===== config.mk =====
export PLATFORM = sky130hd
export DESIGN_NAME = seq_detector_prog
export DESIGN_NICKNAME = d
export VERILOG_FILES = /design/src/rtl/seq_det_pkg.sv /design/src/rtl/sat_counter.sv /design/src/rtl/seq_detector_prog.sv
export SDC_FILE = /design/constraint.sdc
export NUM_CORES = 1
export LEC_CHECK = 0
export CAP_MARGIN = 30
export CORE_UTILIZATION = 30
export CTS_CLUSTER_DIAMETER = 30
export DETAILED_ROUTE_END_ITERATION = 8
export GPL_ROUTABILITY_DRIVEN = 1
export PLACE_DENSITY_LB_ADDON = 0.3
export SKIP_LAST_GASP = 1
export SLEW_MARGIN = 10
export SYNTH_ARGS = -nofsm -noshare
export SYNTH_HDL_FRONTEND = slang
export SYNTH_SLANG_ARGS = --single-unit

===== constraint.sdc =====
create_clock -name clk -period 3 [get_ports clk]
set_clock_uncertainty 0.15 [all_clocks]
set_input_delay 0.45 -clock clk [delete_from_list [all_inputs] [get_ports clk]]
set_output_delay 0.45 -clock clk [all_outputs]
set_load 0.005 [all_outputs]

===== src/rtl/seq_det_pkg.sv =====
// Shared types and default constants for the programmable serial sequence detector.
package seq_det_pkg;
    typedef enum logic {FILL = 1'b0, ARMED = 1'b1} state_t;

    localparam int         DEF_PAT_LEN = 4;
    localparam int         DEF_CNT_W   = 8;
    localparam logic [3:0] DEF_PATTERN = 4'b0110;
endpackage


===== src/rtl/sat_counter.sv =====
// Saturating up-counter with a synchronous clear that wins over increment.
module sat_counter #(
    parameter int W = 8
) (
    input  logic         clk,
    input  logic         reset,
    input  logic         inc,
    input  logic         clr,
    output logic [W-1:0] count
);
    always_ff @(posedge clk or negedge reset) begin
        if (!reset)
            count <= '0;
        else if (clr)
            count <= '0;
        else if (inc && (count != {W{1'b1}}))
            count <= count + W'(1);
    end
endmodule


===== src/rtl/seq_detector_prog.sv =====
// Serial pattern detector with a loadable pattern, overlap control and a saturating match count.
module seq_detector_prog
    import seq_det_pkg::*;
#(
    parameter int                 PAT_LEN = DEF_PAT_LEN,
    parameter int                 CNT_W   = DEF_CNT_W,
    parameter logic [PAT_LEN-1:0] DEF_PAT = PAT_LEN'(DEF_PATTERN)
) (
    input  logic               clk,
    input  logic               reset,
    input  logic               din,
    input  logic               din_valid,
    input  logic [PAT_LEN-1:0] pattern,
    input  logic               load_pat,
    input  logic               overlap_en,
    input  logic               clear_cnt,
    output logic               match,
    output logic [CNT_W-1:0]   match_count,
    output logic               armed
);
    localparam int            FW   = $clog2(PAT_LEN + 1);
    localparam logic [FW-1:0] FULL = FW'(PAT_LEN);

    state_t             state;
    logic [PAT_LEN-1:0] pat;
    logic [PAT_LEN-1:0] hist;
    logic [FW-1:0]      fill;
    logic [PAT_LEN-1:0] hist_next;
    logic [FW-1:0]      fill_next;
    logic               hit;

    // Decision is made on the post-shift history so match lands on the sampling edge.
    always_comb begin
        hist_next = {hist[PAT_LEN-2:0], din};
        fill_next = (fill == FULL) ? FULL : fill + FW'(1);
        hit       = din_valid && !load_pat && (hist_next == pat) && (fill_next == FULL);
    end

    always_ff @(posedge clk or negedge reset) begin
        if (!reset) begin
            state <= FILL;
            pat   <= DEF_PAT;
            hist  <= '0;
            fill  <= '0;
            match <= 1'b0;
        end else begin
            match <= hit;
            if (load_pat) begin
                pat   <= pattern;
                fill  <= '0;
                state <= FILL;
            end else if (din_valid) begin
                hist <= hist_next;
                // Non-overlapping mode restarts the fill so bits of this match are not reused.
                if (hit && !overlap_en) begin
                    fill  <= '0;
                    state <= FILL;
                end else begin
                    fill  <= fill_next;
                    state <= (fill_next == FULL) ? ARMED : FILL;
                end
            end
        end
    end

    assign armed = (state == ARMED);

    sat_counter #(.W(CNT_W)) u_cnt (
        .clk   (clk),
        .reset (reset),
        .inc   (hit),
        .clr   (clear_cnt),
        .count (match_count)
    );
endmodule


# Yosys cells after proc, flatten, opt, wreduce, memory -nomap -nowiden
# Index checks and enable logic that the tools add are counted.
# Widths: inputs -> output; s select.
totals:
  input_bits: 11
  out_inout_bits: 10
  ff_bits: 20
op_classes:
  n_mux: 10
  reduce_logical: 10
  addsub: 2
  n_eq_ne: 4
  bitwise_logic: 1
op_table:
  columns: ["op", "count"]
  rows:
  - ["$mux 8", 2]
  - ["$mux 3", 4]
  - ["$add 8x1->8 const B", 1]
  - ["$ne 8x8->1 const B", 1]
  - ["$eq 3x3->1 const B", 2]
  - ["$logic_and 1x1->1", 5]
  - ["$eq 4x4->1", 1]
  - ["$mux 1", 4]
  - ["$reduce_bool 2->1", 2]
  - ["$add 3x1->3 const B", 1]
  - ["$logic_not 1->1", 2]
  - ["$reduce_and 2->1", 1]
  - ["$not 1->1", 1]

# Longest topological paths before layout
# Gate-level depths: netlist of the first run.
depth:
  depth_word: 8
  mapped_depth: 8
  depth_no_buf: 7

# By module
# A second synthesis of the first run with hierarchy kept.
unflattened:
  cells_unflattened: 99
  hier_area_um2: 1063.5
by_module_without_submodules:
  columns: ["module", "seq_area_each_um2", "cells_each", "area_each_um2", "instances"]
  rows:
  - ["seq_detector_prog", 302.8, 50, 599.3, 1]
  - ["sat_counter", 200.2, 49, 464.2, 1]

# Worst setup path after synthesis of the first run
# Ideal clock, no wire load.
synth_path:
  path_type: "register to register"
  startpoint: "reg fill[0]"
  endpoint: "reg u_cnt.count[7]"
  slack_ns: 0.994
  arrival_ns: 1.778
  setup_time_ns: 0.077
  path_stages_with_launch: 8
  synth_period_minus_slack_ns: 2.006
  path_cell_list: "dfrtp_1 inv_1 ha_1 o31ai_4 nand4bb_4 buf_6 or3_1 a21oi_1"
synth_via:
  elab_chain_len: 6
synth_lines:
  columns: ["item", "line", "text"]
  rows:
  - ["from (decl)", "seq_detector_prog.sv:27", "logic [FW-1:0] fill;"]
  - ["from (signal assigned)", "seq_detector_prog.sv:59", "fill <= fill_next;"]
  - ["$add 3x1->3 / $eq 3x3->1 (equally long branches)", "seq_detector_prog.sv:35", "fill_next = (fill == FULL) ? FULL : fill + FW'(1);"]
  - ["$mux 3 *", "seq_detector_prog.sv:35", null]
  - ["$eq 3x3->1 *", "seq_detector_prog.sv:36", "hit = din_valid && !load_pat && (hist_next == pat) && (fill_next == FULL);"]
  - ["$logic_and 1x1->1 *", "seq_detector_prog.sv:36", null]
  - ["$logic_and 1x1->1 *", "sat_counter.sv:16", "else if (inc && (count != {W{1'b1}}))"]
  - ["$reduce_bool 2->1 (no line) *", null, null]
  - ["to (signal assigned)", "sat_counter.sv:17", "count <= count + W'(1);"]
  - ["to (decl)", "sat_counter.sv:9", "output logic [W-1:0] count"]
# Every way passes the cells marked *; elsewhere a longest branch is shown, timed or not.
# A chain may end at the register's enable or synchronous reset.

# Worst setup path after layout of the first run
layout_path:
  startpoint: "reg fill[0]"
  endpoint: "reg u_cnt.count[5]"
# The elaborated chain is that of the path after synthesis.

==> qor.csv, run 1 <==
metric;value;unit
XOR/XNOR Fraction of Synth Area;4.065;%
placed cells;165;
vias;831;
post-DP HPWL;1.580;mm
PostCTS Resize Cnt;0;
core region area;3390;µm²
Worst Hold Class;input port to asynchronous set/reset pin;
final core utilization;40.90;%
cts bufs inserted;3;
PnR Total Power;0.6022;mW
# diodes;0;
final setup violation count;0;
Simple-Gate Fraction of Synth Area;25.90;%
vias in the first global route;828;
Max-cap violations;0;
layout cell share with drive strength beyond 1;15.32;%
critical-path maximum fanout;14;
r2r endpoint;u_cnt.count[5];
grt met1 use;16.60;%
pre-CTS setup slack;511.9;ps
largest net degree at the start of global routing;21;
post-route ant nets;0;
CP startpoint kind;flop;
slowest library cell on the worst path;or4_1;
R2R setup slack;700;ps
Root Buffer;clkbuf_4;
setup bufs post-CTS;0;
initial antenna violation count;0;
crit-path cells;inv_1 -> ha_1 -> o31ai_4 -> nand4bb_4 -> or4_1 -> a21oi_1;
die height;61.93;µm
post-synthesis compound-gate area fraction;10.80;%
worst-margin pin slew;296.2;ps
total clock sinks;20;
Slew Viols, Final;0;
largest family of logic cells by synthesized area;simple AND/OR/NAND/NOR gates;
post-synth net total;115;
critical path class;flop to flop;
H-tree levels;1;
register area share after synthesis;46.69;%
routed len/inst;12.88;µm
met3 Track Usage GR;4.762;%
Max-slew headroom;80.19;%
asr flop ratio synth;100.0;%
largest area contributor in the netlist;dfrtp_1;
Data arrival, critical path;2390;ps
Worst-path clk slew;130;ps
placed cell areas;1319;µm²
post-synthesis mux area share;5.110;%
Syn Std Cell Area;1077;µm²
# DRC;0;
synth cell count leaders;dfrtp_1, nand2_1, a21oi_1;
setup TNS;0;ps
CTS hold repair buffers;0;
worst-skew pair later-pin latency;310;ps
EDFF count, synth;0;
vias per inst;4.888;
Yosys top cell area share;41.81;%
warnings from Yosys;0;
Routed WL;2.190;mm
top_reg_cell synth;dfrtp_1;
Power Density;434.4;nW/µm²
port buffer count;20;
cell with the most instances after synthesis;dfrtp_1;
Die Footprint;3835;µm²
final hold slack;139.2;ps
Die Span X;61.93;µm
WP data required;3090;ps
Tmin final;2303;ps
# rows;21;
nets@finish;139;
Initial Util;31.78;%
Final Hold Viols;0;
gr usage total;13.36;%
non-filler cells, final;170;
Seq cells post-synth;20;
CP endpoint kind;flop;
reg2reg path depth;6;
area grow syn2layout;28.69;%
Cells after Synth;101;
Leakage Power;0.5690;nW
synth unique cells;35;
CTS tree;built;
initial DRC count;23;
most used routing layer;met2;
M2 GR Usage;21.51;%
Syn Area/Cell;10.67;µm²
max frequency;434.3;MHz
CP peak stage delay;450;ps
unrepaired setup endpoints after global routing;no;
wire length of the first global-routing pass;3.622;mm
Synth Area in Adders;3.484;%
crit share post-route;76.76;%
Max Buffers Root-to-Sink;2;
status;finished clean;
VDD IR max;0.2374;mV
Reg-to-Reg Start;fill[0];
top-level port count;21;
Finished Cell Area;1386;µm²
GRT overflow;0;
RD Place Congestion;0.7536;
final worst setup slack;697.2;ps
most area-consuming cells after synthesis;dfrtp_1, dfstp_2, mux2_2, nand2_1, a21oi_1;
First-pass DRT Iterations;4;
-- kinds of logic after synthesis --
family	count (synthesis)
compound gates	17
simple gates	44
mux	5
fa+ha+maj	3
xor+xnor	5
flops	20
buf+inv	7
-- registers in the layout, indices dropped and copies added, names as in the netlist --
signal	count
u_cnt.count	8
match	1
pat	4
armed	1
hist	3
fill	3
-- area by class of cell --
class                           instances  area, µm²
Tap cell                               46      57.56
Multi-Input combinational cell         74      531.8
Clock inverter                          1      30.03
Inverter                                3      11.26
Timing Repair Buffer                   23      230.2
Fill cell                             330       2003
Sequential cell                        20      503.0
Clock buffer                            3      22.52
-- routing by layer --
layer | vias to the layer above | part of all wire, %
met3 | 6 | 5.9
met2 | 24 | 45
met5 | - | 0
li1 | 402 | -
met1 | 399 | 48
met4 | 0 | 1.5
-- power by group --
group          switching [mW]  internal [mW]  total (mW)
Clock                  0.0905          0.135       0.226
Sequential             0.0110          0.285       0.296
Combinational          0.0394         0.0407      0.0802
-- worst max-delay path: cells and delay by family, from the launching register on --
family	cells	cell delay [ps]
DFF	1	420
buffers and inverters	1	140
and+or+nand+nor	2	700
adders and majority gates	1	290
AOI/OAI and AO/OA	2	520
-- how the worst max path moves through the flow --
stage | start | endpoint | slack [ps] | depth (start not counted)
6_report | fill[0] | u_cnt.count[5] | 700 | 6
5_1_grt | fill[0] | u_cnt.count[5] | 590 | 6
4_1_cts | fill[0] | u_cnt.count[5] | 680 | 6
3_5_place_dp | din_valid | u_cnt.count[5] | 510 | 6
3_3_place_gp | din_valid | u_cnt.count[5] | 620 | 6
2_1_floorplan | fill[0] | u_cnt.count[7] | 990 | 7
-- layout by cell type (no fill, tap or decap), drive strengths merged --
cell type      Yosys  routed
a21oi              8       8
a32o               1       1
and2b              1       1
and3               2       2
and4               2       2
buf                2       3
bufinv             0       1
clkbuf             2       3
clkdlybuf4s50      0      20
dfrtp             18      18
dfstp              2       2
ha                 3       3
inv                3       3
mux2               4       4
mux2i              1       1
nand2             12      12
nand2b             3       3
nand3              6       6
nand4              1       1
nand4b             1       1
nand4bb            1       1
nor2               5       5
nor2b              1       1
nor3               2       2
o21a               1       1
o21ai              4       4
o21ba              1       1
o31ai              2       2
or2b               1       1
or3                5       5
or4                1       1
xnor2              2       2
xor2               3       3
Note: power is estimated with default switching activity, not from simulation.
==> run 2: changes to the inputs <==
==> constraint.sdc (replaced) <==
create_clock -name clk -period 2.3 [get_ports clk]
set_clock_uncertainty 0.15 [all_clocks]
set_input_delay 0.345 -clock clk [delete_from_list [all_inputs] [get_ports clk]]
set_output_delay 0.345 -clock clk [all_outputs]
set_load 0.005 [all_outputs]
==> run 2 against run 1 <==
Clock power fell by 8%; die area is the same; fmax up 5.5%; final area is 0.63% lower; register-to-register slack worse by 580 ps; via count decreased by 2.9%; combinational power is 26% higher; cell count is 1.2% higher; critical path depth did not move; global-route usage is 0.55 points lower; utilization shrank 0.26 points; critical endpoint unchanged.
==> qor.csv, run 2 (synthesis gave the netlist of run 1 again) <==
metric;value;unit;change
wire length of the first global-routing pass;3.567;mm;-1.5%
gr usage total;12.81;%;-0.55 points
worst-skew pair later-pin latency;310;ps;about the same
Die Footprint;3835;µm²;unchanged
WP data required;2380;ps;-710 ps
r2r endpoint;u_cnt.count[5];;
placed cells;168;;+1.8%
initial DRC count;5;;-78%
crit-path cells;inv_1 -> ha_1 -> o31ai_4 -> nand4bb_4 -> or4_1 -> a21oi_1;;
Root Buffer;clkbuf_4;;
RD Place Congestion;0.7893;;+4.7%
Initial Util;31.78;%;unchanged
VDD IR max;0.2406;mV;+1.3%
Max-slew headroom;69.92;%;-10 points
Data arrival, critical path;2270;ps;-120 ps
critical path class;flop to flop;;
setup TNS;0;ps;unchanged
Top Registers;u_cnt.count: 8 flops, pat: 4 flops;;
# DRC;0;;unchanged
commonest non-fill, non-tap cells in the layout;clkdlybuf4s50_1, dfrtp_1, nand2_1, a21oi_1;;
slowest library cell on the worst path;or4_1;;
max frequency;458.0;MHz;+5.5%
vias per inst;4.692;;-4.0%
max reg flops;8;;unchanged
Multi-input gate area;531.8;µm²;unchanged
vias in the first global route;823;;-0.60%
Top reg by flops;u_cnt.count;;
initial antenna violation count;0;;unchanged
Leakage Power;0.5687;nW;about the same
CP startpoint kind;flop;;
total clock sinks;20;;unchanged
Tmin final;2184;ps;-119.1 ps
port buffer count;20;;unchanged
PnR Total Power;0.6967;mW;+16%
final core utilization;40.64;%;-0.26 points
non-filler cells, final;172;;+1.2%
PostCTS Resize Cnt;0;;unchanged
Slew Viols, Final;0;;unchanged
cts bufs inserted;3;;unchanged
reg2reg path depth;6;;unchanged
Finished Cell Area;1378;µm²;-0.63%
Die Span X;61.93;µm;unchanged
status;finished clean;;
largest net degree at the start of global routing;13;;-38%
top-level port count;21;;unchanged
H-tree levels;1;;unchanged
die height;61.93;µm;unchanged
crit share post-route;94.94;%;+18 points
CTS hold repair buffers;0;;unchanged
post-route ant nets;0;;unchanged
routed len/inst;12.04;µm;-6.5%
critical-path maximum fanout;12;;-2
Worst Hold Class;input port to asynchronous set/reset pin;;
cell family with most CP delay;simple AND/OR/NAND/NOR gates;;
Routed WL;2.071;mm;-5.4%
# diodes;0;;unchanged
R2R setup slack;120;ps;-580 ps
vias;807;;-2.9%
core region area;3390;µm²;unchanged
Max Buffers Root-to-Sink;2;;unchanged
Max-cap violations;0;;unchanged
pre-CTS setup slack;46.85;ps;-465.1 ps
Register Area;503.0;µm²;unchanged
most common cell after layout, fill and taps aside;clkdlybuf4s50_1;;
setup bufs post-CTS;0;;unchanged
# rows;21;;unchanged
final setup violation count;0;;unchanged
area grow syn2layout;27.87;%;
Reg-to-Reg Start;fill[0];;
CP peak stage delay;440;ps;about the same
Power Density;505.8;nW/µm²;+16%
post-DP HPWL;1.578;mm;-0.13%
placed cell areas;1341;µm²;+1.7%
Worst-path clk slew;120;ps;about the same
nets@finish;141;;+1.4%
Final Hold Viols;0;;unchanged
CP endpoint kind;flop;;
Fill cells;327;;-0.91%
unrepaired setup endpoints after global routing;no;;
crit path buf inv count;1;;unchanged
GRT overflow;0;;unchanged
First-pass DRT Iterations;4;;unchanged
CTS tree;built;;
final hold slack;184.6;ps;+45.43 ps
worst-margin pin slew;449.8;ps;+153.6 ps
layout cell share with drive strength beyond 1;16.67;%;+1.3 points
final worst setup slack;116.4;ps;-580.9 ps
[run 2: cell count changes in the layout (fill, tap and decap cells not counted), sizes merged]
cell / previous run / this run
buf: 3 / 5
bufinv: 1 / 0
clkbuf: 3 / 4
[run 2: worst max-delay path by stage]
| stage | depth (start not counted) | to | from |
|---|---|---|---|
| 5_1_grt | 6 | u_cnt.count[5] | fill[0] |
| 4_1_cts | 6 | u_cnt.count[5] | fill[0] |
| 2_1_floorplan | 7 | u_cnt.count[7] | fill[0] |
| 3_5_place_dp | 6 | u_cnt.count[5] | din |
| 6_report | 6 | u_cnt.count[5] | fill[0] |
| 3_3_place_gp | 6 | u_cnt.count[5] | din |
[run 2: metal layers]
metal  up-vias  part of all wire [%]  global-route usage, %
met3         4                   4.7                  4.762
met1       379                    49                  16.11
met2        19                    45                  20.89
met5         -                     0                      0
li1        405                     -                      -
met4         0                  0.87                  3.175
[run 2: where the power goes]
| group | total [mW] | switching, mW | internal [mW] | leakage [nW] |
|---|---|---|---|---|
| logic | 0.101 | 0.0483 | 0.0527 | 0.285 |
| clock network | 0.209 | 0.113 | 0.0967 | 0.0210 |
| registers | 0.386 | 0.0142 | 0.372 | 0.263 |
| total | 0.697 | 0.175 | 0.522 | 0.569 |
[run 2: cell type report]
type,count,share of cell area [%]
multi-input combinational,74,38.60
sequential,20,36.51
timing repair buffer,25,17.26
tap,46,4.178
clock buffer,4,2.634
inverter,3,0.8174
==> run 3: changes to the inputs <==
--- a/config.mk
+++ b/config.mk
@@ -6,7 +6,7 @@
 export NUM_CORES = 1
 export LEC_CHECK = 0
 export CAP_MARGIN = 30
-export CORE_UTILIZATION = 30
+export CORE_UTILIZATION = 50
 export CTS_CLUSTER_DIAMETER = 30
 export DETAILED_ROUTE_END_ITERATION = 8
 export GPL_ROUTABILITY_DRIVEN = 1
==> run 3 against run 2 <==
Sequential share of layout area grew 0.57 points; cell count shrank 9.9%; critical path type unchanged; non-clock buffer count grew 2; largest power group unchanged; critical path depth grew 1; largest cell class unchanged; critical endpoint is now u_cnt.count[3]; flip-flop and latch count is the same; worst hold slack gained 24 ps; die area shrank 39%.
==> qor.csv, run 3 (synthesis gave the netlist of run 1 again) <==
metric;value;unit;change
vias per inst;5.381;;+15%
Top Registers;u_cnt.count: 8 flops, pat: 4 flops;;
routed len/inst;13.10;µm;+8.8%
initial antenna violation count;0;;unchanged
Final Hold Viols;0;;unchanged
Slew Viols, Final;0;;unchanged
final setup violation count;0;;unchanged
Leakage Power;0.5705;nW;+0.32%
post-route ant nets;0;;unchanged
vias;834;;+3.3%
# rows;16;;-24%
# diodes;0;;unchanged
worst-margin pin slew;316.1;ps;-133.7 ps
unrepaired setup endpoints after global routing;yes;;
Worst-path clk slew;110;ps;about the same
reg2reg path depth;7;;+1
Max-cap violations;0;;unchanged
critical path class;flop to flop;;
PnR Total Power;0.6639;mW;-4.7%
slowest library cell on the worst path;dfrtp_1;;
gr usage total;18.97;%;+6.2 points
Worst Hold Class;input port to asynchronous set/reset pin;;
H-tree levels;1;;unchanged
vias in the first global route;788;;-4.3%
top-level port count;21;;unchanged
max reg flops;8;;unchanged
GRT overflow;0;;unchanged
WP data required;2390;ps;about the same
R2R setup slack;90;ps;-30 ps
area grow syn2layout;25.90;%;
total clock sinks;20;;unchanged
Max Buffers Root-to-Sink;2;;unchanged
Power Density;489.5;nW/µm²;-3.2%
status;finished clean;;
VDD IR max;0.3608;mV;+50%
crit share post-route;96.07;%;+1.1 points
Multi-input gate area;531.8;µm²;unchanged
CP startpoint kind;flop;;
Top reg by flops;u_cnt.count;;
core region area;2002;µm²;-41%
Data arrival, critical path;2300;ps;+30 ps
Root Buffer;clkbuf_4;;
Die Span X;48.42;µm;-22%
CTS tree;built;;
most common cell after layout, fill and taps aside;clkdlybuf4s50_1;;
worst-skew pair later-pin latency;310;ps;about the same
CP peak stage delay;410;ps;-30 ps
die height;48.42;µm;-22%
post-DP HPWL;1.455;mm;-7.8%
layout cell share with drive strength beyond 1;17.19;%;+0.52 points
CTS hold repair buffers;0;;unchanged
Reg-to-Reg Start;fill[0];;
nets@finish;143;;+1.4%
Max-slew headroom;78.86;%;+8.9 points
r2r endpoint;u_cnt.count[3];;
largest net degree at the start of global routing;21;;+8
Tmin final;2210;ps;+26.07 ps
# DRC;0;;unchanged
crit-path cells;inv_1 -> ha_1 -> o31ai_4 -> nand4bb_4 -> clkbuf_2 -> or3_1 -> a21oi_1;;
Setup crit start;fill[0];;
initial DRC count;8;;+3
port buffer count;20;;unchanged
CP endpoint kind;flop;;
First-pass DRT Iterations;4;;unchanged
Initial Util;53.81;%;+22 points
Die Footprint;2344;µm²;-39%
Routed WL;2.030;mm;-2.0%
cts bufs inserted;3;;unchanged
critical-path maximum fanout;7;;-5
setup TNS;0;ps;unchanged
wire length of the first global-routing pass;3.429;mm;-3.9%
RD Place Congestion;0.7314;;-7.3%
max frequency;452.6;MHz;-1.2%
Fill cells;168;;-49%
commonest non-fill, non-tap cells in the layout;clkdlybuf4s50_1, dfrtp_1, nand2_1, a21oi_1, buf_4;;
Register Area;503.0;µm²;unchanged
==> run 3: through the flow <==
| step | hold slack [ps] | util [%] | cells | worst slack (ps) | area (µm²) |
|---|---|---|---|---|---|
| after floorplan | -100.6 | - | 101 | 294.3 | 1077 |
| after global placement | 330.4 | 65.81 | 149 | 120.7 | 1318 |
| after detailed placement | 344.8 | 65.81 | 149 | 80.44 | 1318 |
| after CTS | 209.4 | 67.13 | 153 | 94.62 | 1344 |
| after global routing | 240.5 | 67.75 | 155 | -11.38 | 1356 |
| final | 208.7 | 67.75 | 155 | 90.31 | 1356 |
==> run 3: report_power, final <==
| group | switching, mW | total (mW) | internal [mW] | leakage, nW |
|---|---|---|---|---|
| logic | 0.0502 | 0.103 | 0.0528 | 0.293 |
| registers | 0.0134 | 0.386 | 0.372 | 0.263 |
| clock network | 0.108 | 0.175 | 0.0677 | 0.0150 |
| total | 0.171 | 0.664 | 0.493 | 0.571 |
==> run 3: worst max-delay path, delay by kind of cell, from the launching register on <==
family,cells,cell delay [ps]
AND/OR/NAND/NOR,2,490
AO/OA/AOI/OAI,2,480
flip-flops,1,410
buffers and inverters,2,330
adder cells (fa/ha/maj),1,300
==> run 3: per-layer routing <==
metal	GRT usage, %	vias up	share of wire (%)
li1	-	410	-
met1	24.12	403	45
met2	32.86	18	50
met3	3.459	3	3.9
met4	5.882	0	1.5
met5	0	-	0
==> run 3: cell type report <==
type	count	share of cell area, %
Clock buffer	4	1.937
Timing Repair Buffer	27	18.45
Inverter	3	0.8303
Multi-Input combinational cell	74	39.21
Tap cell	27	2.491
Sequential cell	20	37.08
==> run 3: worst max-delay path by stage <==
stage,depth (start not counted),slack (ps),to
after floorplan,7,290,u_cnt.count[7]
after global placement,6,120,u_cnt.count[5]
after detailed placement,6,80,u_cnt.count[5]
after CTS,6,90,u_cnt.count[5]
after global routing,7,-10,u_cnt.count[3]
final,7,90,u_cnt.count[3]
==> run 3: what timing repair did <==
| action | in CTS | in global routing |
|---|---|---|
| gates resized for setup | 0 | 0 |
| buffers inserted | 0 | 2 |
| endpoints found under the setup margin | 0 | 1 |
